### config.mk
export PLATFORM = sky130hd
export DESIGN_NAME = sram_like_arbiter_flat
export DESIGN_NICKNAME = d
export VERILOG_FILES = /design/src/rtl/sram_like_arbiter_if.sv /design/src/rtl/sram_like_arbiter.sv /design/src/flat_wrapper.sv
export SDC_FILE = /design/constraint.sdc
export NUM_CORES = 1
export LEC_CHECK = 0
export ABC_AREA = 1
export CAP_MARGIN = 40
export CORE_MARGIN = 5
export CORE_UTILIZATION = 40
export CTS_BUF_LIST = sky130_fd_sc_hd__clkbuf_4
export DETAILED_ROUTE_END_ITERATION = 10
export PLACE_DENSITY_LB_ADDON = 0.3
export SKIP_CTS_REPAIR_TIMING = 1
export SYNTH_ARGS = -nofsm -noshare
export SYNTH_HDL_FRONTEND = slang
export SYNTH_SLANG_ARGS = --single-unit
export TNS_END_PERCENT = 100
### constraint.sdc
create_clock -name clk -period 2.4 [get_ports clk]
set_input_delay 0.48 -clock clk [delete_from_list [all_inputs] [get_ports clk]]
set_output_delay 0.48 -clock clk [all_outputs]
set_load 0.05 [all_outputs]
### src/rtl/sram_like_arbiter_if.sv
`default_nettype none
// ============================================================================
//  Module   : sram_like_arbiter_if
//  Purpose  : Bundles the upstream (per-channel) and downstream SRAM-like
//             req/addr_ok/data_ok buses that surround the arbiter.
//  Revision : 1.0  initial release
// ============================================================================
interface sram_like_arbiter_if #(
    parameter int NCH = 2,
    parameter int AW  = 32,
    parameter int DW  = 32
);
    // Upstream side: one slot per master channel, flattened.
    logic [NCH-1:0]        s_req;
    logic [NCH-1:0]        s_wr;
    logic [2*NCH-1:0]      s_size;
    logic [NCH*AW-1:0]     s_addr;
    logic [NCH*DW/8-1:0]   s_wstrb;
    logic [NCH*DW-1:0]     s_wdata;
    logic [NCH-1:0]        s_addr_ok;
    logic [NCH-1:0]        s_data_ok;
    logic [DW-1:0]         s_rdata;

    // Downstream side: single request towards memory / AXI bridge.
    logic                  m_req;
    logic                  m_wr;
    logic [1:0]            m_size;
    logic [AW-1:0]         m_addr;
    logic [DW/8-1:0]       m_wstrb;
    logic [DW-1:0]         m_wdata;
    logic                  m_addr_ok;
    logic                  m_data_ok;
    logic [DW-1:0]         m_rdata;

    // Arbiter view.
    modport slave (
        input  s_req, s_wr, s_size, s_addr, s_wstrb, s_wdata,
        output s_addr_ok, s_data_ok, s_rdata,
        output m_req, m_wr, m_size, m_addr, m_wstrb, m_wdata,
        input  m_addr_ok, m_data_ok, m_rdata
    );

    // Environment view: masters upstream plus memory downstream.
    modport master (
        output s_req, s_wr, s_size, s_addr, s_wstrb, s_wdata,
        input  s_addr_ok, s_data_ok, s_rdata,
        input  m_req, m_wr, m_size, m_addr, m_wstrb, m_wdata,
        output m_addr_ok, m_data_ok, m_rdata
    );
endinterface
`default_nettype wire

### src/rtl/sram_like_arbiter.sv
`default_nettype none
// ============================================================================
//  Module   : sram_like_arbiter
//  Purpose  : Arbitrates NCH SRAM-like masters onto one SRAM-like slave bus,
//             one transaction in flight, fixed-priority or round-robin.
//  Revision : 1.0  initial release
// ============================================================================
module sram_like_arbiter #(
    parameter int NCH     = 2,
    parameter int AW      = 32,
    parameter int DW      = 32,
    parameter int RR_MODE = 0
) (
    input  wire logic          clk,
    input  wire logic          rst,
    sram_like_arbiter_if.slave bus
);

    localparam int c_gw = (NCH > 1) ? $clog2(NCH) : 1;

    localparam logic [1:0] c_st_idle = 2'd0;
    localparam logic [1:0] c_st_req  = 2'd1;
    localparam logic [1:0] c_st_wait = 2'd2;

    logic [1:0]      r_state;
    logic [1:0]      w_state_nxt;
    logic [c_gw-1:0] r_grant;
    logic [c_gw-1:0] w_winner;
    logic            w_any;
    logic [NCH-1:0]  w_addr_ok;
    logic [NCH-1:0]  w_data_ok;

    logic            r_wr;
    logic [1:0]      r_size;
    logic [AW-1:0]   r_addr;
    logic [DW/8-1:0] r_wstrb;
    logic [DW-1:0]   r_wdata;

    // Per-channel views of the flattened request fields.
    logic            w_ch_wr    [NCH];
    logic [1:0]      w_ch_size  [NCH];
    logic [AW-1:0]   w_ch_addr  [NCH];
    logic [DW/8-1:0] w_ch_wstrb [NCH];
    logic [DW-1:0]   w_ch_wdata [NCH];

    for (genvar i = 0; i < NCH; i++) begin : g_ch
        assign w_ch_wr[i]    = bus.s_wr[i];
        assign w_ch_size[i]  = bus.s_size[2*i +: 2];
        assign w_ch_addr[i]  = bus.s_addr[i*AW +: AW];
        assign w_ch_wstrb[i] = bus.s_wstrb[i*(DW/8) +: DW/8];
        assign w_ch_wdata[i] = bus.s_wdata[i*DW +: DW];
    end

    assign w_any = |bus.s_req;

    if (RR_MODE == 0) begin : g_fixed
        // Lowest-indexed requester wins.
        always_comb begin
            w_winner = '0;
            for (int i = NCH - 1; i >= 0; i--) begin
                if (bus.s_req[i]) w_winner = c_gw'(i);
            end
        end
    end else begin : g_rr
        logic [c_gw-1:0] r_rr_ptr;
        logic [c_gw-1:0] w_hi;
        logic [c_gw-1:0] w_lo;
        logic            w_hi_vld;

        // First requester at or after the pointer, else wrap to lowest index.
        always_comb begin
            w_hi     = '0;
            w_lo     = '0;
            w_hi_vld = 1'b0;
            for (int i = NCH - 1; i >= 0; i--) begin
                if (bus.s_req[i]) begin
                    w_lo = c_gw'(i);
                    if (c_gw'(i) >= r_rr_ptr) begin
                        w_hi     = c_gw'(i);
                        w_hi_vld = 1'b1;
                    end
                end
            end
            w_winner = w_hi_vld ? w_hi : w_lo;
        end

        // Pointer moves past the channel just served once its data returns.
        always_ff @(posedge clk) begin
            if (rst) begin
                r_rr_ptr <= '0;
            end else if (r_state == c_st_wait && bus.m_data_ok) begin
                r_rr_ptr <= (r_grant == c_gw'(NCH - 1)) ? '0 : r_grant + 1'b1;
            end
        end
    end

    // State register.
    always_ff @(posedge clk) begin
        if (rst) begin
            r_state <= c_st_idle;
        end else begin
            r_state <= w_state_nxt;
        end
    end

    // Next state and combinational one-hot handshakes for the granted channel.
    always_comb begin
        w_state_nxt = r_state;
        w_addr_ok   = '0;
        w_data_ok   = '0;
        case (r_state)
            c_st_idle: begin
                if (w_any) w_state_nxt = c_st_req;
            end
            c_st_req: begin
                if (bus.m_addr_ok) begin
                    w_addr_ok[r_grant] = 1'b1;
                    w_state_nxt        = c_st_wait;
                end
            end
            c_st_wait: begin
                if (bus.m_data_ok) begin
                    w_data_ok[r_grant] = 1'b1;
                    w_state_nxt        = c_st_idle;
                end
            end
            default: w_state_nxt = c_st_idle;
        endcase
    end

    // Capture the winner and its request fields; they stay frozen until idle.
    always_ff @(posedge clk) begin
        if (rst) begin
            r_grant <= '0;
            r_wr    <= 1'b0;
            r_size  <= '0;
            r_addr  <= '0;
            r_wstrb <= '0;
            r_wdata <= '0;
        end else if (r_state == c_st_idle && w_any) begin
            r_grant <= w_winner;
            r_wr    <= w_ch_wr[w_winner];
            r_size  <= w_ch_size[w_winner];
            r_addr  <= w_ch_addr[w_winner];
            r_wstrb <= w_ch_wstrb[w_winner];
            r_wdata <= w_ch_wdata[w_winner];
        end
    end

    assign bus.m_req     = (r_state == c_st_req);
    assign bus.m_wr      = r_wr;
    assign bus.m_size    = r_size;
    assign bus.m_addr    = r_addr;
    assign bus.m_wstrb   = r_wstrb;
    assign bus.m_wdata   = r_wdata;
    assign bus.s_addr_ok = w_addr_ok;
    assign bus.s_data_ok = w_data_ok;
    assign bus.s_rdata   = bus.m_rdata;

endmodule
`default_nettype wire

### src/flat_wrapper.sv
// flat-port wrapper written by rule: the top's interface ports become plain ports
module sram_like_arbiter_flat 
#(
    parameter int NCH     = 2,
    parameter int AW      = 32,
    parameter int DW      = 32,
    parameter int RR_MODE = 0
)
  (clk, rst, bus_s_req, bus_s_wr, bus_s_size, bus_s_addr, bus_s_wstrb, bus_s_wdata, bus_s_addr_ok, bus_s_data_ok, bus_s_rdata, bus_m_req, bus_m_wr, bus_m_size, bus_m_addr, bus_m_wstrb, bus_m_wdata, bus_m_addr_ok, bus_m_data_ok, bus_m_rdata);
  sram_like_arbiter_if #(.NCH(NCH), .AW(AW), .DW(DW)) bus_i ();
  input  wire logic clk;
  input  wire logic rst;
  input wire logic [$bits(bus_i.s_req)-1:0] bus_s_req;
  input wire logic [$bits(bus_i.s_wr)-1:0] bus_s_wr;
  input wire logic [$bits(bus_i.s_size)-1:0] bus_s_size;
  input wire logic [$bits(bus_i.s_addr)-1:0] bus_s_addr;
  input wire logic [$bits(bus_i.s_wstrb)-1:0] bus_s_wstrb;
  input wire logic [$bits(bus_i.s_wdata)-1:0] bus_s_wdata;
  output wire logic [$bits(bus_i.s_addr_ok)-1:0] bus_s_addr_ok;
  output wire logic [$bits(bus_i.s_data_ok)-1:0] bus_s_data_ok;
  output wire logic [$bits(bus_i.s_rdata)-1:0] bus_s_rdata;
  output wire logic [$bits(bus_i.m_req)-1:0] bus_m_req;
  output wire logic [$bits(bus_i.m_wr)-1:0] bus_m_wr;
  output wire logic [$bits(bus_i.m_size)-1:0] bus_m_size;
  output wire logic [$bits(bus_i.m_addr)-1:0] bus_m_addr;
  output wire logic [$bits(bus_i.m_wstrb)-1:0] bus_m_wstrb;
  output wire logic [$bits(bus_i.m_wdata)-1:0] bus_m_wdata;
  input wire logic [$bits(bus_i.m_addr_ok)-1:0] bus_m_addr_ok;
  input wire logic [$bits(bus_i.m_data_ok)-1:0] bus_m_data_ok;
  input wire logic [$bits(bus_i.m_rdata)-1:0] bus_m_rdata;
  assign bus_i.s_req = bus_s_req;
  assign bus_i.s_wr = bus_s_wr;
  assign bus_i.s_size = bus_s_size;
  assign bus_i.s_addr = bus_s_addr;
  assign bus_i.s_wstrb = bus_s_wstrb;
  assign bus_i.s_wdata = bus_s_wdata;
  assign bus_s_addr_ok = bus_i.s_addr_ok;
  assign bus_s_data_ok = bus_i.s_data_ok;
  assign bus_s_rdata = bus_i.s_rdata;
  assign bus_m_req = bus_i.m_req;
  assign bus_m_wr = bus_i.m_wr;
  assign bus_m_size = bus_i.m_size;
  assign bus_m_addr = bus_i.m_addr;
  assign bus_m_wstrb = bus_i.m_wstrb;
  assign bus_m_wdata = bus_i.m_wdata;
  assign bus_i.m_addr_ok = bus_m_addr_ok;
  assign bus_i.m_data_ok = bus_m_data_ok;
  assign bus_i.m_rdata = bus_m_rdata;
  sram_like_arbiter #(.NCH(NCH), .AW(AW), .DW(DW), .RR_MODE(RR_MODE)) u_core (.clk(clk), .rst(rst), .bus(bus_i));
endmodule
==> flow_summary.toml, run 1 <==
[run_status]
outcome = "finished, final reports clean"

[finish]
layout_commonest_cell = "nand2_1"
area_growth_pct = 53.3
final_cell_mix = "nand2_1 (289), clkdlybuf4s50_1 (218), nor2_1 (217)"
final_nets = 1165
layoutNonFillerInstCount = 1130
layout-drive-gt1-share_pct = 3.33
finalInstanceArea_um2 = 6770
diodes = 0

[synthesis]
yosysTopAreaCell = "dfxtp_1"
synth_adder_area_share_pct = 0
syn_inst = 808
synth_xor_area_share_pct = 0
syn-num-nets = 988
synth_top_family_by_area = "simple AND/OR/NAND/NOR gates"
synth-simple-area-share_pct = 43.8
synth_mux_area_share_pct = 0
synth_cell_types = 15
avgSynthCellArea_um2 = 5.46
synth_area_leaders = "dfxtp_1 (34%), nand2_1 (25%), nor2_1 (19%)"
ys.warnings.count = 0
synth_area_um2 = 4410
yosysTopAreaCellShare_pct = 33.6
ys_ff_latch = 74
synth_seq_area_share_pct = 33.6
synth_compound_area_share_pct = 0.539

[placement]
place_congestion = 0.849
detailed_place_hpwl_um = 9610
placedCellCount = 1114
place_area_um2 = 6610
place.port_buffers = 223

[power]
power-per-cell-area_nw_per_um2 = 594
p_leak_nw = 3.58
total_power_mw = 4.02
worst_ir_drop_vdd_mv = 0.332

[die]
start_util_pct = 40.7
io_pins = 288
dieHeight_um = 115
die_w_um = 115
fp-row-count = 38
design.die.area_um2 = 13200
core_um2 = 10800

[routing]
wl_met3_um = 1390
drc = 0
ant_nets = 0
drt-total-wl_um = 12700
wl_met2_um = 5780
drt-wirelength-per-cell_um = 11.3
wl_met1_um = 5320
top_layer = "met4"
vias_per_cell = 4.12
vias = 4655
dr.pass1.iters = 4
drt_iter0_markers = 222

[timing]
relSlewSlack_pct = 63.1
tightestPinTransition_ns = 0.552
worst_hold_slack_ns = 0.520
setup_viol = 0
period_share_pct = 87.6
finalSetupTns_ns = 0
min_period_ns = 2.10
fmax_mhz = 475
slew_violations = 0
fin_worst_skew_ns = 0.00760
rsz0062_at_grt = "no"
finalHoldViolations = 0

[worst_setup_path]
cp-start-kind = "primary input"
critical_path_required_ns = 1.92
reg2reg_to = "u_core.bus.m_wdata[24]$_SDFFE_PP0P_"
reg2regPathDepth = 7
cp.arrival_ns = 1.62
crit_fanout = 3
r2r_slack_ns = 0.96
end_kind = "primary output"
crit_type = "primary input to primary output"
crit-reg2reg-launch = "u_core.r_state[0]$_SDFFE_PP0P_"

[global_route]
grt_remaining_overflow = 0
grt_antenna_before_repair = 0
grt_pass1_wl_um = 19700
track_usage_pct = 18.6
grt_pass1_vias = 4165
grt_max_degree = 42

[hold_path]
min_path_type = "flip-flop to flip-flop"
hold_end = "u_core.bus.m_addr[21]$_SDFFE_PP0P_"
min_path_cells = 4
hp-start = "u_core.bus.m_addr[21]$_SDFFE_PP0P_"

[clocking]
clkSlewWorstSetupHoldPaths_ns = 0.12
cts_sinks = 74
cts_tree = "yes"
clock_path_buffers = 2
cts-root-buf = "clkbuf_4"
cts_inserted_buffers = 9
clock_latency_ns = 0.41
h-tree-depth = 3

[job]
max_cap_violations = 0
[cell families (layout without fill, tap and decap cells)]
| family | count (synthesis) | in the layout |
|---|---|---|
| buffers and inverters | 217 | 399 |
| AND/OR/NAND/NOR | 513 | 513 |
| flip-flops | 74 | 74 |
| AO/OA/AOI/OAI | 4 | 4 |
[flip-flops by register name, indices dropped and copies added (netlist names)]
| name | count |
|---|---|
| u_core.bus.m_addr | 32 |
| u_core.bus.m_wdata | 32 |
| u_core.bus.m_wstrb | 4 |
| u_core.bus.m_size | 2 |
| u_core.r_state | 2 |
| u_core.bus.m_wr | 1 |
| u_core.r_grant | 1 |
[layer usage]
layer,up-vias,global-route usage (%)
li1,2580,-
met1,1895,21.7
met2,157,31.3
met3,23,7.32
met4,0,6.57
met5,-,0
[report_power, final]
part | leakage (nW) | internal (mW) | switching [mW]
clock | 0.0784 | 0.411 | 0.441
sequential | 0.615 | 1.38 | 0.0702
combinational | 2.89 | 0.678 | 1.04
total | 3.58 | 2.46 | 1.55
[synthesized netlist by cell type]
master,instances
nand2_1,289
nor2_1,218
inv_1,148
dfxtp_1,74
buf_4,33
buf_2,28
clkbuf_1,5
a21oi_1,3
buf_1,2
nand3_1,2
nor3_1,2
inv_2,1
nand2_2,1
nor2_2,1
o21ai_2,1
[final cells by class]
class	instances	area, µm²
fillers	1103	4070
repair buffers	234	2420
multi-input cells	517	1980
flip-flops and latches	74	1480
inverters	149	559
well taps	140	175
clock inverters	7	83.8
clock buffers	9	67.6
[metrics by stage]
step	setup slack (ns)	utilization, %
after floorplan	0.238	-
after global placement	0.251	61.0
after detailed placement	0.233	61.0
after CTS	0.0573	62.4
after global routing	0.217	62.4
final	0.296	62.4
[critical path, cell delays in order]
cell and delay (ns):
clkdlybuf4s50_1 0.51, inv_1 0.09, nor3_1 0.35, buf_12 0.19
[how the worst max path moves through the flow]
stage                                             startpoint                                 to  slack, ns  cells past startpoint
final                                          bus_m_data_ok                   bus_s_data_ok[1]       0.30                      4
after global routing      u_core.bus.m_addr[25]$_SDFFE_PP0P_                     bus_m_addr[25]       0.22                      1
after CTS                     u_core.r_state[0]$_SDFFE_PP0P_                          bus_m_req       0.06                      3
after detailed placement                        bus_s_req[1]  u_core.bus.m_addr[0]$_SDFFE_PP0P_       0.23                      7
after global placement                          bus_s_req[1]  u_core.bus.m_addr[0]$_SDFFE_PP0P_       0.25                      7
after floorplan               u_core.r_state[0]$_SDFFE_PP0P_                   bus_s_addr_ok[0]       0.24                      4
No activity file was read; power rests on OpenSTA's default activity.
==> inputs of run 2 (changes only) <==
--- a/config.mk
+++ b/config.mk
@@ -11,7 +11,7 @@
 export CORE_UTILIZATION = 40
 export CTS_BUF_LIST = sky130_fd_sc_hd__clkbuf_4
 export DETAILED_ROUTE_END_ITERATION = 10
-export PLACE_DENSITY_LB_ADDON = 0.3
+export PLACE_DENSITY = 0.91
 export SKIP_CTS_REPAIR_TIMING = 1
 export SYNTH_ARGS = -nofsm -noshare
 export SYNTH_HDL_FRONTEND = slang
==> run 2 against run 1 <==
Effect of this change:
- sequential power is essentially flat
- total power shrank 2.4%
- combinational power is essentially flat
- clock-buffer cell count grew 2
- global-route usage shrank 0.34 points
- critical path depth shrank 1
- routed wire length shrank 1.9%
- critical path type is now flip-flop to primary output
- worst setup slack lost 0.17 ns
- clock skew shrank 0.0026 ns
- die area is the same
- non-clock buffer count shrank 2
- register-to-register slack gained 0.10 ns
==> flow_summary.toml, run 2 (synthesis results as in run 1) <==
[global_route]
grt_remaining_overflow = 0
grt_pass1_wl_um = 19600
grt_antenna_before_repair = 0
track_usage_pct = 18.3
grt_max_degree = 72
grt_pass1_vias = 4290

[timing]
fin_worst_skew_ns = 0.00504
worst_hold_slack_ns = 0.519
finalSetupTns_ns = 0
period_share_pct = 94.8
rsz0062_at_grt = "no"
worst_slack_ns = 0.126
tightestPinTransition_ns = 0.536
relSlewSlack_pct = 64.2
finalHoldViolations = 0
slew_violations = 0
min_period_ns = 2.27
fmax_mhz = 440
setup_viol = 0

[worst_setup_path]
r2r_slack_ns = 1.06
crit_fanout = 4
cp.arrival_ns = 1.79
cp-start-kind = "flip-flop"
end_kind = "primary output"
crit-reg2reg-launch = "u_core.r_state[0]$_SDFFE_PP0P_"
crit_start = "u_core.r_state[0]$_SDFFE_PP0P_"
reg2regPathDepth = 7
reg2reg_to = "u_core.bus.m_wdata[28]$_SDFFE_PP0P_"
crit_end = "bus_m_req"
critical_path_required_ns = 1.92
crit_type = "flip-flop to primary output"

[routing]
wl_met3_um = 1360
dr.pass1.iters = 4
wl_met1_um = 5050
drt-wirelength-per-cell_um = 11.1
ant_nets = 0
vias_per_cell = 4.20
wl_met2_um = 5890
top_layer = "met4"
drt_iter0_markers = 260
vias = 4742
drc = 0
drt-total-wl_um = 12500

[clocking]
cts_tree = "yes"
clock_latency_ns = 0.40
h-tree-depth = 3
cts_sinks = 74
clkSlewWorstSetupHoldPaths_ns = 0.11
cts-root-buf = "clkbuf_4"
cts_inserted_buffers = 9
clock_path_buffers = 2

[power]
worst_ir_drop_vdd_mv = 0.333
switchingPower_mw = 1.53
power-per-cell-area_nw_per_um2 = 581
seq_power_share_pct = 37.0
total_power_mw = 3.92
swShare_pct = 39.0
clock_power_share_pct = 18.9
p_int_mw = 2.39
p_leak_nw = 3.56
comb_power_share_pct = 44.1

[finish]
layoutNonFillerInstCount = 1128
finalInstanceArea_um2 = 6750
diodes = 0
layout-drive-gt1-share_pct = 3.04
fin_util_pct = 62.3
layout_commonest_cell = "nand2_1"
final_cell_mix = "nand2_1 (289), clkdlybuf4s50_1 (219), nor2_1 (217)"
nFillCells = 991
final_nets = 1163
area_growth_pct = 52.9

[die]
io_pins = 288
start_util_pct = 40.7
dieHeight_um = 115
fp-row-count = 38
core_um2 = 10800
die_w_um = 115
design.die.area_um2 = 13200

[job]
max_cap_violations = 0

[placement]
place.port_buffers = 223
detailed_place_hpwl_um = 9530
place_congestion = 0.827
dp_worst_setup_slack_ns = 0.276
placedCellCount = 1112
place_area_um2 = 6620

[run_status]
outcome = "finished, final reports clean"

[hold_path]
hp-start = "u_core.bus.m_addr[30]$_SDFFE_PP0P_"
min_path_type = "flip-flop to flip-flop"
==> run 2: cell count changes in the layout (fill, tap and decap cells not counted), sizes merged <==
| cell | delta |
|---|---|
| clkdlybuf4s50 | +1 |
| buf | -2 |
| clkinvlp | -1 |
| dlymetal6s2s | -1 |
| bufinv | -1 |
| clkbuf | +2 |
==> run 2: how the worst min path moves through the flow <==
| stage | to | cells after the start | slack [ns] |
|---|---|---|---|
| 5_1_grt | u_core.bus.m_addr[29]$_SDFFE_PP0P_ | 4 | 0.55 |
| 3_3_place_gp | u_core.bus.m_wdata[19]$_SDFFE_PP0P_ | 4 | 0.50 |
| 3_5_place_dp | u_core.bus.m_addr[30]$_SDFFE_PP0P_ | 4 | 0.50 |
| 2_1_floorplan | u_core.r_grant$_SDFFE_PP0P_ | 2 | 0.46 |
| 4_1_cts | u_core.bus.m_addr[29]$_SDFFE_PP0P_ | 4 | 0.52 |
| 6_report | u_core.bus.m_addr[30]$_SDFFE_PP0P_ | 4 | 0.52 |
==> run 2: layout make-up <==
cell class	count	area, µm²	share of cell area (%)
multi-input cells	517	1980	29.3
flip-flops and latches	74	1480	21.9
repair buffers	232	2430	36.0
well taps	140	175	2.59
clock buffers	11	82.6	1.22
clock inverters	5	45.0	0.667
inverters	149	559	8.29
==> run 2: worst max-delay path, cell delays in order, from the launching register on <==
cell and delay [ns]:
dfxtp_1 0.34, inv_1 0.08, nor2_2 0.13, clkdlybuf4s50_1 0.84
==> run 2: power by group through the flow <==
| stage | Clock [mW] | Sequential (mW) | Combinational [mW] |
|---|---|---|---|
| 2_1_floorplan | 0 | 1.97 | 0.697 |
| 3_3_place_gp | 0 | 1.47 | 1.72 |
| 3_5_place_dp | 0 | 1.48 | 1.74 |
| 4_1_cts | 0.777 | 1.45 | 1.74 |
| 5_1_grt | 0.841 | 1.47 | 1.88 |
| 6_report | 0.742 | 1.45 | 1.73 |
==> run 2: layer usage <==
metal | global-route usage (%) | up-vias
li1 | - | 2574
met1 | 20.3 | 1982
met2 | 32.3 | 165
met3 | 6.89 | 21
met4 | 5.95 | 0
met5 | 0 | -
==> inputs of run 3 (changes only) <==
--- a/config.mk
+++ b/config.mk
@@ -8,10 +8,10 @@
 export ABC_AREA = 1
 export CAP_MARGIN = 40
 export CORE_MARGIN = 5
-export CORE_UTILIZATION = 40
+export CORE_UTILIZATION = 34
 export CTS_BUF_LIST = sky130_fd_sc_hd__clkbuf_4
 export DETAILED_ROUTE_END_ITERATION = 10
-export PLACE_DENSITY = 0.91
+export PLACE_DENSITY = 0.82
 export SKIP_CTS_REPAIR_TIMING = 1
 export SYNTH_ARGS = -nofsm -noshare
 export SYNTH_HDL_FRONTEND = slang
==> constraint.sdc (replaced) <==
create_clock -name clk -period 1.99 [get_ports clk]
set_input_delay 0.398 -clock clk [delete_from_list [all_inputs] [get_ports clk]]
set_output_delay 0.398 -clock clk [all_outputs]
set_load 0.05 [all_outputs]
==> run 3 against run 2 <==
Effect of this change:
- non-clock buffer count grew 2
- first-iteration DRC count shrank 16%
- critical path type unchanged
- critical path depth is the same
- highest routed layer unchanged
- largest cell class unchanged
- clock-buffer cell count grew 2
- global-route usage shrank 1.9 points
- clock skew grew 0.0084 ns
- clock power grew 48%
- worst setup slack lost 0.0073 ns
==> flow_summary.toml, run 3 (synthesis results as in run 1) <==
[run_status]
outcome = "finished, final reports clean"

[clocking]
cts_tree = "yes"
clock_path_buffers = 2
cts_sinks = 74
clkSlewWorstSetupHoldPaths_ns = 0.11
cts_inserted_buffers = 9
h-tree-depth = 3
clock_latency_ns = 0.43
cts-root-buf = "clkbuf_4"

[global_route]
grt_antenna_before_repair = 0
grt_remaining_overflow = 0
grt_pass1_wl_um = 19700
track_usage_pct = 16.4
grt_pass1_vias = 4234
grt_max_degree = 72

[routing]
drc = 0
drt_iter0_markers = 219
vias_per_cell = 4.11
ant_nets = 0
vias = 4778
drt-total-wl_um = 13300
drt-wirelength-per-cell_um = 11.4
dr.pass1.iters = 7

[die]
die_w_um = 124
design.die.area_um2 = 15400
dieHeight_um = 124
fp-row-count = 41
io_pins = 288
start_util_pct = 34.8
core_um2 = 12700

[timing]
period_share_pct = 94.0
slew_violations = 0
fin_worst_skew_ns = 0.0135
setup_viol = 0
min_period_ns = 1.87
tightestPinTransition_ns = 0.547
finalHoldViolations = 0
fmax_mhz = 534
relSlewSlack_pct = 63.5
finalSetupTns_ns = 0

[worst_setup_path]
critical_path.slowest_cell = "dfxtp_1"
cp-start-kind = "flip-flop"
end_kind = "primary output"
path_cells = "nand2_1 > nor3_2 > buf_12"
crit_fanout = 5
slowest_delay_ns = 0.52
critical_path_required_ns = 1.59
cp.arrival_ns = 1.47
crit_type = "flip-flop to primary output"

[power]
worst_ir_drop_vdd_mv = 0.316
swShare_pct = 38.2
p_leak_nw = 4.60
clock_power_share_pct = 22.3
seq_power_share_pct = 35.4
power-per-cell-area_nw_per_um2 = 698
p_int_mw = 3.04
switchingPower_mw = 1.88
comb_power_share_pct = 42.3
total_power_mw = 4.92

[finish]
layout-drive-gt1-share_pct = 4.44
final_nets = 1165
multi_input_area_um2 = 2010
final-seq-area_um2 = 1480
final_cell_mix = "nand2_1 (288), nor2_1 (215), inv_1 (148)"
area_growth_pct = 59.7
nFillCells = 1253
layoutNonFillerInstCount = 1162
layout_commonest_cell = "nand2_1"
diodes = 0

[placement]
detailed_place_hpwl_um = 9810
place_congestion = 0.790
placedCellCount = 1146
place.port_buffers = 223

[hold_path]
min_path_type = "flip-flop to flip-flop"

[job]
max_cap_violations = 0
run 3: path summary, 6_finish.rpt:
kind / start / to / slack, ns / cells after the start
worst max-delay path: u_core.r_state[1]$_SDFFE_PP0P_ / bus_s_data_ok[0] / 0.12 / 3
worst min-delay path: u_core.bus.m_addr[0]$_SDFFE_PP0P_ / u_core.bus.m_addr[0]$_SDFFE_PP0P_ / 0.52 / 4
worst max register to register: u_core.r_state[0]$_SDFFE_PP0P_ / u_core.bus.m_addr[29]$_SDFFE_PP0P_ / 0.59 / 7
worst min register to register: u_core.bus.m_addr[0]$_SDFFE_PP0P_ / u_core.bus.m_addr[0]$_SDFFE_PP0P_ / 0.52 / 4
run 3: through the flow:
stage	util, %	area [µm²]	setup slack (ns)	hold slack [ns]
after floorplan	-	4420	-0.0896	0.461
after global placement	52.7	6680	0.173	0.501
after detailed placement	52.7	6680	0.142	0.503
after CTS	54.0	6840	-0.109	0.522
after global routing	55.6	7050	-0.0113	0.540
final	55.6	7050	0.119	0.516
run 3: area by class of cell:
type	instances	area share, %
repair buffers	234	37.2
multi-input cells	517	28.5
flip-flops and latches	74	21.0
inverters	149	7.93
well taps	172	3.05
clock buffers	13	1.38
clock inverters	3	0.905
run 3: power by group through the flow:
stage | Sequential (mW) | Clock, mW | Combinational, mW
floorplan | 2.37 | 0 | 0.840
global placement | 1.78 | 0 | 2.08
detailed placement | 1.78 | 0 | 2.10
CTS | 1.75 | 1.14 | 2.11
global route | 1.76 | 1.20 | 2.26
finish | 1.74 | 1.10 | 2.08
run 3: metal layers:
layer | global-route usage, % | vias to the layer above | wire length, µm
li1 | - | 2579 | -
met5 | 0 | - | 0
met1 | 18.0 | 2007 | 5190
met3 | 6.49 | 24 | 1470
met2 | 28.1 | 168 | 6340
met4 | 6.84 | 0 | 292
run 3: critical path, delay by kind of cell (launching register included):
family	cells	cell delay [ns]
buffers and inverters	1	0.17
DFF	1	0.52
and+or+nand+nor	2	0.35
